### src/rtl/counter_ctrl_pkg.sv
// Shared types and constants for the counter controller slice.
package counter_ctrl_pkg;

  typedef enum logic [1:0] {
    IDLE,
    RUN,
    PAUSED,
    DONE
  } state_e;

  localparam logic MODE_ONESHOT  = 1'b0;
  localparam logic MODE_PERIODIC = 1'b1;

endpackage

### src/rtl/counter_ctrl_if.sv
// Configuration/control/status bundle of counter_ctrl.
interface counter_ctrl_if #(
  parameter int WIDTH = 4,
  parameter int EVW   = 8
);
  logic             cfg_valid;
  logic             cfg_ready;
  logic [WIDTH-1:0] cfg_period;
  logic             cfg_mode;
  logic             start;
  logic             stop;
  logic             pause;
  logic [WIDTH-1:0] cnt;
  logic             busy;
  logic             tick;
  logic             done;
  logic [EVW-1:0]   events;

  modport master (
    output cfg_valid, cfg_period, cfg_mode, start, stop, pause,
    input  cfg_ready, cnt, busy, tick, done, events
  );

  modport slave (
    input  cfg_valid, cfg_period, cfg_mode, start, stop, pause,
    output cfg_ready, cnt, busy, tick, done, events
  );
endinterface

### src/rtl/counter_ctrl_cnt_core.sv
// Modulo counter that wraps to zero after reaching the terminal count.
module cnt_core #(
  parameter int WIDTH = 4
) (
  input  logic             clk,
  input  logic             rst_n,
  input  logic             clr,
  input  logic             en,
  input  logic [WIDTH-1:0] period,
  output logic [WIDTH-1:0] cnt,
  output logic             term
);
  localparam logic [WIDTH-1:0] ONE = WIDTH'(1);

  assign term = (cnt == period);

  always_ff @(posedge clk) begin
    if (!rst_n)      cnt <= '0;
    else if (clr)    cnt <= '0;
    else if (en)     cnt <= term ? '0 : cnt + ONE;
  end
endmodule

### src/rtl/counter_ctrl.sv
// Run/pause/stop controller around cnt_core with wrap tick, one-shot done and event count.
module counter_ctrl
  import counter_ctrl_pkg::*;
#(
  parameter int WIDTH = 4,
  parameter int EVW   = 8
) (
  input logic          clk,
  input logic          rst_n,
  counter_ctrl_if.slave bus
);
  localparam logic [EVW-1:0] EV_ONE = EVW'(1);

  state_e           state_q, state_d;
  logic [WIDTH-1:0] period_q, period_eff;
  logic             mode_q, mode_eff;
  logic             cfg_acc;
  logic             clr, en, term, wrap, ev_clr;
  logic [WIDTH-1:0] cnt;
  logic             tick_q, done_q;
  logic [EVW-1:0]   events_q;

  assign cfg_acc    = bus.cfg_valid && (state_q == IDLE);
  // Same-cycle cfg+start runs with the freshly written values.
  assign period_eff = cfg_acc ? bus.cfg_period : period_q;
  assign mode_eff   = cfg_acc ? bus.cfg_mode   : mode_q;

  always_ff @(posedge clk) begin
    if (!rst_n) begin
      state_q  <= IDLE;
      period_q <= '1;
      mode_q   <= MODE_PERIODIC;
    end else begin
      state_q <= state_d;
      if (cfg_acc) begin
        period_q <= bus.cfg_period;
        mode_q   <= bus.cfg_mode;
      end
    end
  end

  always_comb begin
    state_d = state_q;
    clr     = 1'b0;
    en      = 1'b0;
    wrap    = 1'b0;
    ev_clr  = 1'b0;
    if (bus.stop) begin
      state_d = IDLE;
      clr     = 1'b1;
    end else begin
      unique case (state_q)
        IDLE: if (bus.start) begin
          state_d = RUN;
          clr     = 1'b1;
          ev_clr  = 1'b1;
        end
        RUN: if (bus.pause) begin
          state_d = PAUSED;
        end else begin
          en = 1'b1;
          if (term) begin
            wrap = 1'b1;
            if (mode_eff == MODE_ONESHOT) state_d = DONE;
          end
        end
        PAUSED: if (!bus.pause) state_d = RUN;
        DONE:   state_d = IDLE;
        default: state_d = IDLE;
      endcase
    end
  end

  cnt_core #(.WIDTH(WIDTH)) u_core (
    .clk    (clk),
    .rst_n  (rst_n),
    .clr    (clr),
    .en     (en),
    .period (period_eff),
    .cnt    (cnt),
    .term   (term)
  );

  always_ff @(posedge clk) begin
    if (!rst_n) begin
      tick_q   <= 1'b0;
      done_q   <= 1'b0;
      events_q <= '0;
    end else begin
      tick_q <= wrap;
      done_q <= wrap && (mode_eff == MODE_ONESHOT);
      if (ev_clr)
        events_q <= '0;
      else if (wrap && (events_q != '1))
        events_q <= events_q + EV_ONE;
    end
  end

  assign bus.cnt       = cnt;
  assign bus.busy      = (state_q == RUN) || (state_q == PAUSED);
  assign bus.cfg_ready = (state_q == IDLE);
  assign bus.tick      = tick_q;
  assign bus.done      = done_q;
  assign bus.events    = events_q;
endmodule
### src/flat_wrapper.sv
// flat-port wrapper written by rule: the top's interface ports become plain ports
module counter_ctrl_flat import counter_ctrl_pkg::*;
#(
  parameter int WIDTH = 4,
  parameter int EVW   = 8
)
  (clk, rst_n, bus_cfg_valid, bus_cfg_period, bus_cfg_mode, bus_start, bus_stop, bus_pause, bus_cfg_ready, bus_cnt, bus_busy, bus_tick, bus_done, bus_events);
  counter_ctrl_if #(.WIDTH(WIDTH), .EVW(EVW)) bus_i ();
  input logic clk;
  input logic rst_n;
  input wire logic [$bits(bus_i.cfg_valid)-1:0] bus_cfg_valid;
  input wire logic [$bits(bus_i.cfg_period)-1:0] bus_cfg_period;
  input wire logic [$bits(bus_i.cfg_mode)-1:0] bus_cfg_mode;
  input wire logic [$bits(bus_i.start)-1:0] bus_start;
  input wire logic [$bits(bus_i.stop)-1:0] bus_stop;
  input wire logic [$bits(bus_i.pause)-1:0] bus_pause;
  output wire logic [$bits(bus_i.cfg_ready)-1:0] bus_cfg_ready;
  output wire logic [$bits(bus_i.cnt)-1:0] bus_cnt;
  output wire logic [$bits(bus_i.busy)-1:0] bus_busy;
  output wire logic [$bits(bus_i.tick)-1:0] bus_tick;
  output wire logic [$bits(bus_i.done)-1:0] bus_done;
  output wire logic [$bits(bus_i.events)-1:0] bus_events;
  assign bus_i.cfg_valid = bus_cfg_valid;
  assign bus_i.cfg_period = bus_cfg_period;
  assign bus_i.cfg_mode = bus_cfg_mode;
  assign bus_i.start = bus_start;
  assign bus_i.stop = bus_stop;
  assign bus_i.pause = bus_pause;
  assign bus_cfg_ready = bus_i.cfg_ready;
  assign bus_cnt = bus_i.cnt;
  assign bus_busy = bus_i.busy;
  assign bus_tick = bus_i.tick;
  assign bus_done = bus_i.done;
  assign bus_events = bus_i.events;
  counter_ctrl #(.WIDTH(WIDTH), .EVW(EVW)) u_core (.clk(clk), .rst_n(rst_n), .bus(bus_i));
endmodule
### config.mk
export PLATFORM = sky130hd
export DESIGN_NAME = counter_ctrl_flat
export DESIGN_NICKNAME = d
export VERILOG_FILES = /design/src/rtl/counter_ctrl_pkg.sv /design/src/rtl/counter_ctrl_if.sv /design/src/rtl/counter_ctrl_cnt_core.sv /design/src/rtl/counter_ctrl.sv /design/src/flat_wrapper.sv
export SDC_FILE = /design/constraint.sdc
export NUM_CORES = 1
export LEC_CHECK = 0
export ABC_CLOCK_PERIOD_IN_PS = 3000
export BUFFER_PORTS_ARGS = -buffer_cell sky130_fd_sc_hd__buf_2
export CORE_MARGIN = 2
export CORE_UTILIZATION = 40
export DETAILED_ROUTE_END_ITERATION = 6
export HOLD_SLACK_MARGIN = 0.05
export PLACE_DENSITY_LB_ADDON = 0.25
export SETUP_SLACK_MARGIN = 0.05
export SYNTH_ARGS = -nofsm -noshare
export SYNTH_HDL_FRONTEND = slang
export SYNTH_SLANG_ARGS = --single-unit
### constraint.sdc
create_clock -name clk -period 3 [get_ports clk]
set_input_delay 0.6 -clock clk [delete_from_list [all_inputs] [get_ports clk]]
set_output_delay 0.6 -clock clk [all_outputs]
set_load 0.02 [all_outputs]
Word-level counts from Yosys, hierarchy flattened
Cells that the tools add are included.
- register bits: 21
- output and inout port bits: 16
- logic and storage cells: 49
- add/sub/neg operators: 2
- equal/unequal tests: 9
- multiplexer cells: 20
- bitwise gates (word level): 2
- reduce and logical (&&, ||, !) cells: 9
- operators with widths (operator ; count):
    2-to-1 mux 1 bit ; 12
    2-to-1 mux 2 bit ; 5
    adder 8 x 1 -> 8 bit (second input constant) ; 1
    2-to-1 mux 4 bit ; 2
    != test 8 bit (second input constant) ; 1
    case mux 2 bit (4 select lines) ; 1
    != test 3 bit (second input constant) ; 2
    OR reduction 2 bit ; 3
    adder 4 x 1 -> 4 bit (second input constant) ; 1
    == test 2 bit (second input constant) ; 2
    == test 4 bit ; 1
    != test 2 bit (second input constant) ; 2
    AND reduction 4 bit ; 1
    logical AND 1 bit ; 3
    == test 2 x 1 -> 1 bit (second input constant) ; 1
    logical NOT 2 bit ; 1
    inverter 1 bit ; 2
    logical OR 1 bit ; 1

Depth between registers and ports, before layout
- depth in word-level cells: 9
- mapped depth: 11
- depth with buffers taken out: 8

Hierarchy
Synthesis repeated with hierarchy kept, for this count alone.
- cells, all modules: 113
- area total of the unflattened synthesis: 1138.6 sq um
- modules (own cells, without submodules) (module ; times used ; cells each ; area each (sq um)):
    counter_ctrl ; 1 ; 85 ; 830.8
    cnt_core ; 1 ; 28 ; 307.8

Worst setup path after synthesis
Ideal clock, no wire load.
- kind: register to register
- start point: register u_core.state_q[0]
- end point: register u_core.events_q[6] (netlist: u_core.bus.events[6])
- setup time: 0.116 ns
- arrival: 2.216 ns
- required time: 2.884 ns
- setup slack: 0.668 ns
- cell stages (with the launch flop): 10
- path buffers: 1
- period minus slack after synthesis: 2.332 ns
- cell sequence: dfxtp_1 > inv_1 > ha_1 > buf_4 > and3b_1 > a22oi_1 > o211ai_1 > nand4b_1 > or4_1 > o211a_1
- cells in the longest elaborated chain, start to end: 9
- RTL lines (element ; RTL line ; RTL):
    start: declaration ; counter_ctrl.sv:14 ; state_e state_q, state_d;
    start signal: assignment ; counter_ctrl.sv:34 ; state_q <= state_d;
    logical NOT 2 bit (*) ; n/a ;
    net bus_cfg_ready ; flat_wrapper.sv:17 ; output wire logic [$bits(bus_i.cfg_ready)-1:0] bus_cfg_ready;
    logical AND 1 bit ; counter_ctrl.sv:23 ; assign cfg_acc = bus.cfg_valid && (state_q == IDLE);
    2-to-1 mux 4 bit ; counter_ctrl.sv:25 ; assign period_eff = cfg_acc ? bus.cfg_period : period_q;
    == test 4 bit ; counter_ctrl_cnt_core.sv:15 ; assign term = (cnt == period);
    2-to-1 mux 1 bit ; counter_ctrl.sv:62 ; if (term) begin
    2-to-1 mux 1 bit ; counter_ctrl.sv:58 ; RUN: if (bus.pause) begin
    2-to-1 mux 1 bit ; counter_ctrl.sv:52 ; unique case (state_q)
    2-to-1 mux 1 bit ; counter_ctrl.sv:48 ; if (bus.stop) begin
    logical AND 1 bit ; counter_ctrl.sv:94 ; else if (wrap && (events_q != '1))
    end signal: assignment ; counter_ctrl.sv:95 ; events_q <= events_q + EV_ONE;
    end: declaration ; counter_ctrl.sv:21 ; logic [EVW-1:0] events_q;
The timed path passes the listed nets; every way through them passes the cells marked *.
A chain may end at the register's enable or synchronous reset.

Worst setup path in the final report
- start point: register u_core.state_q[0]
- end point: register u_core.events_q[6] (netlist: u_core.bus.events[6])
- cells in the longest elaborated chain, start to end: 9
- RTL lines (element ; RTL line):
    logical NOT 2 bit ; counter_ctrl.sv:23, counter_ctrl.sv:52
    logical AND 1 bit ; counter_ctrl.sv:23
    2-to-1 mux 4 bit ; counter_ctrl.sv:25
    == test 4 bit ; counter_ctrl_cnt_core.sv:15
    2-to-1 mux 1 bit ; counter_ctrl.sv:62
    2-to-1 mux 1 bit ; counter_ctrl.sv:58
    2-to-1 mux 1 bit ; counter_ctrl.sv:52
    2-to-1 mux 1 bit ; counter_ctrl.sv:48
    logical AND 1 bit ; counter_ctrl.sv:94
Several ways; a longest one is shown, not always the timed one.

==> flow_summary.toml <==
[run_status]
outcome = "finished, final reports clean"

[pwr]
combinationalPowerShare_pct = 13.4
netSwitchingFraction_pct = 26.42
switchingPower_w = 0.0001302
internal-power_w = 0.0003627
leakage_nw = 0.5735
seqPwrFrac_pct = 58.8
pwr_density_cell_nw_per_um2 = 363.1
clkPwrFrac_pct = 27.8
vdd.ir_drop.worst_mv = 0.2776

[job]
max_cap_violations = 0

[clocking]
cts_buffers = 3
root_buffer = "clkbuf_4"
hold_buffers = 0
clk_latency_ns = 0.30
cts.clk_slew.worst_paths_ns = 0.12
cts_resized = 0
h-tree-depth = 1
post_cts_buffers = 0
clock-sinks = 21
cts.path.max_buffers = 2
cts_tree = "done"

[die]
core_area_um2 = 2781
start_util_pct = 42.20
dieArea_um2 = 3383
num_rows = 19
die_x_um = 58.17
die_h_um = 58.17
ios = 27

[hold_path]
hp-class = "reg2reg"

[layout]
antenna_cells = 0
syn_to_final_growth_pct = 15.67
n_fill_cell = 275
drive_above_1_share_pct = 19.08
fin_nets = 191
final_util_pct = 48.81
final_cell_mix = "buf_2 (26), dfxtp_1 (21), nand2_1 (18)"
final_common_cell = "buf_2"
design_area_um2 = 1358

[global_route]
grt_pass1_wl_mm = 4.664
grt_pass1_vias = 1066
grt_usage_pct = 17.58
grt_overflow = 0
antenna_found_initial = 0
grt_max_degree = 19

[drt]
drt_iter0_drc = 42
avgRoutedWirePerCell_um = 13.82
via_count = 1165
wirelength_mm = 2.820
antenna_left = 0
viasPerCell = 5.711
dr.pass1.iters = 4
drcViolationCount = 0

[synthesis]
synth_top_cell_by_area = "dfxtp_1"
syn_inst = 146
synth-xor-area-share_pct = 0
syn_avg_cell_area_um2 = 8.039
yosys.area_share.simple_pct = 30.60
yosysWarnings = 0
synthMuxAreaShare_pct = 1.706
ys_seq_area_share_pct = 35.82
netlist_top_cells_area = "dfxtp_1 (36%), ha_1 (6.4%), nand2_1 (5.8%), a21oi_1 (4.3%), o21ai_0 (3.8%)"
synth_nets = 163
synthAdderAreaFrac_pct = 6.397
async_flop_share_pct = 0
ys_seq_elements = 21
synth_edf_count = 0
yosys_most_used_dff = "dfxtp_1"
synth_top_area_share_pct = 35.82
synth_compound_area_share_pct = 21.64
yosysUniqueCellTypes = 36
synth_top_family_by_area = "simple AND/OR/NAND/NOR gates"
synth_area_um2 = 1174

[sta]
fin_crit_ns = 2.577
hold_violations = 0
fmax_mhz = 388.1
tightestPinTransition_ns = 0.6678
rsz0062_at_grt = "no"
final-setup-viol-count = 0
finClkSkew_ns = 0.004016
slew_headroom_pct = 55.01
setup_tns_ns = 0
finalMaxSlewViolations = 0
post-route-period-util_pct = 85.88

[critical_path]
critPathRequiredTime_ns = 3.21
end_kind = "flip-flop"
crit_path_max_fanout = 18
worst_setup_path_start_kind = "flip-flop"
crit_arrival_ns = 2.79
worstSetupPathType = "reg2reg"

[place]
dpl.hpwl_mm = 2.134
dpl_cell_area_um2 = 1331
portBuffers = 26
place.gp.congestion = 0.8441
-- per-layer routing --
layer / GRT usage (%) / vias to the layer above / share of wire [%]
met4: 5.980 / 0 / 1.1
met1: 22.39 / 547 / 47
li1: - / 591 / -
met2: 30.52 / 23 / 48
met5: 0 / - / 0
met3: 2.232 / 4 / 3.9
-- Yosys cell counts (2+ instances only) --
library cell	n
o211ai_1	5
nand4_1	3
nand2_1	18
nor2_1	9
o21ai_0	9
nor3_1	4
a31oi_1	2
ha_1	6
nand2b_1	6
or4_1	3
buf_2	3
inv_1	4
a22oi_1	4
a211oi_1	2
nor2b_1	6
dfxtp_1	21
or3_1	4
and3b_1	2
mux2i_1	2
nand3_1	7
a211o_1	2
a21oi_1	10
-- power by group through the flow --
stage                     combinational [W]  clock (W)  sequential [W]
after global placement            0.0000629          0        0.000296
after detailed placement          0.0000648          0        0.000296
after floorplan                   0.0000465          0        0.000294
after global routing              0.0000730   0.000152        0.000290
after CTS                         0.0000651   0.000145        0.000290
final                             0.0000659   0.000137        0.000290
-- flip-flops by register name, summed over array words and instances (netlist names) --
register,cells
u_core.u_core.cnt,4
u_core.bus.done,1
u_core.bus.events,8
u_core.mode_q,1
u_core.state_q,2
u_core.period_q,4
u_core.bus.tick,1
-- path summary, 6_finish.rpt --
kind / startpoint / to / slack [ns] / depth (start not counted)
max: u_core.state_q[0] / u_core.bus.events[6] / 0.42 / 9
min: u_core.mode_q / u_core.mode_q / 0.51 / 1
max reg2reg: u_core.state_q[0] / u_core.bus.events[6] / 0.42 / 9
min reg2reg: u_core.mode_q / u_core.mode_q / 0.51 / 1
-- final cells by class --
| cell class | count | area (µm²) | area share (%) |
|---|---|---|---|
| clock buffers | 4 | 26.28 | 1.935 |
| inverters | 5 | 18.77 | 1.382 |
| multi-input cells | 115 | 708.2 | 52.17 |
| flip-flops and latches | 21 | 420.4 | 30.97 |
| well taps | 31 | 38.79 | 2.857 |
| repair buffers | 28 | 145.1 | 10.69 |
-- cells by family after synthesis --
| kind of cell | Yosys count |
|---|---|
| AND/OR/NAND/NOR | 68 |
| AO/OA/AOI/OAI | 39 |
| flip-flops | 21 |
| buffers and inverters | 10 |
| adder cells (fa/ha/maj) | 6 |
| multiplexers | 2 |
-- per-stage QoR --
stage	std cells	hold slack [ns]	power (W)	setup WS, ns
detailed placement	200	0.4881	0.0003607	0.4585
floorplan	146	0.4582	0.0003409	0.6679
global route	204	0.5380	0.0005150	0.2266
CTS	204	0.5170	0.0004998	0.4422
finish	204	0.5092	0.0004930	0.4235
global placement	200	0.4947	0.0003584	0.5722
-- worst max-delay path: stages (launching register included) --
cell and delay, ns:
dfxtp_1 0.37, inv_1 0.10, ha_1 0.34, nand2_1 0.27
a22oi_1 0.24, o211ai_1 0.11, nand4b_1 0.20, buf_4 0.21
or4_1 0.50, o211a_1 0.13
No activity file was read; power rests on OpenSTA's default activity.
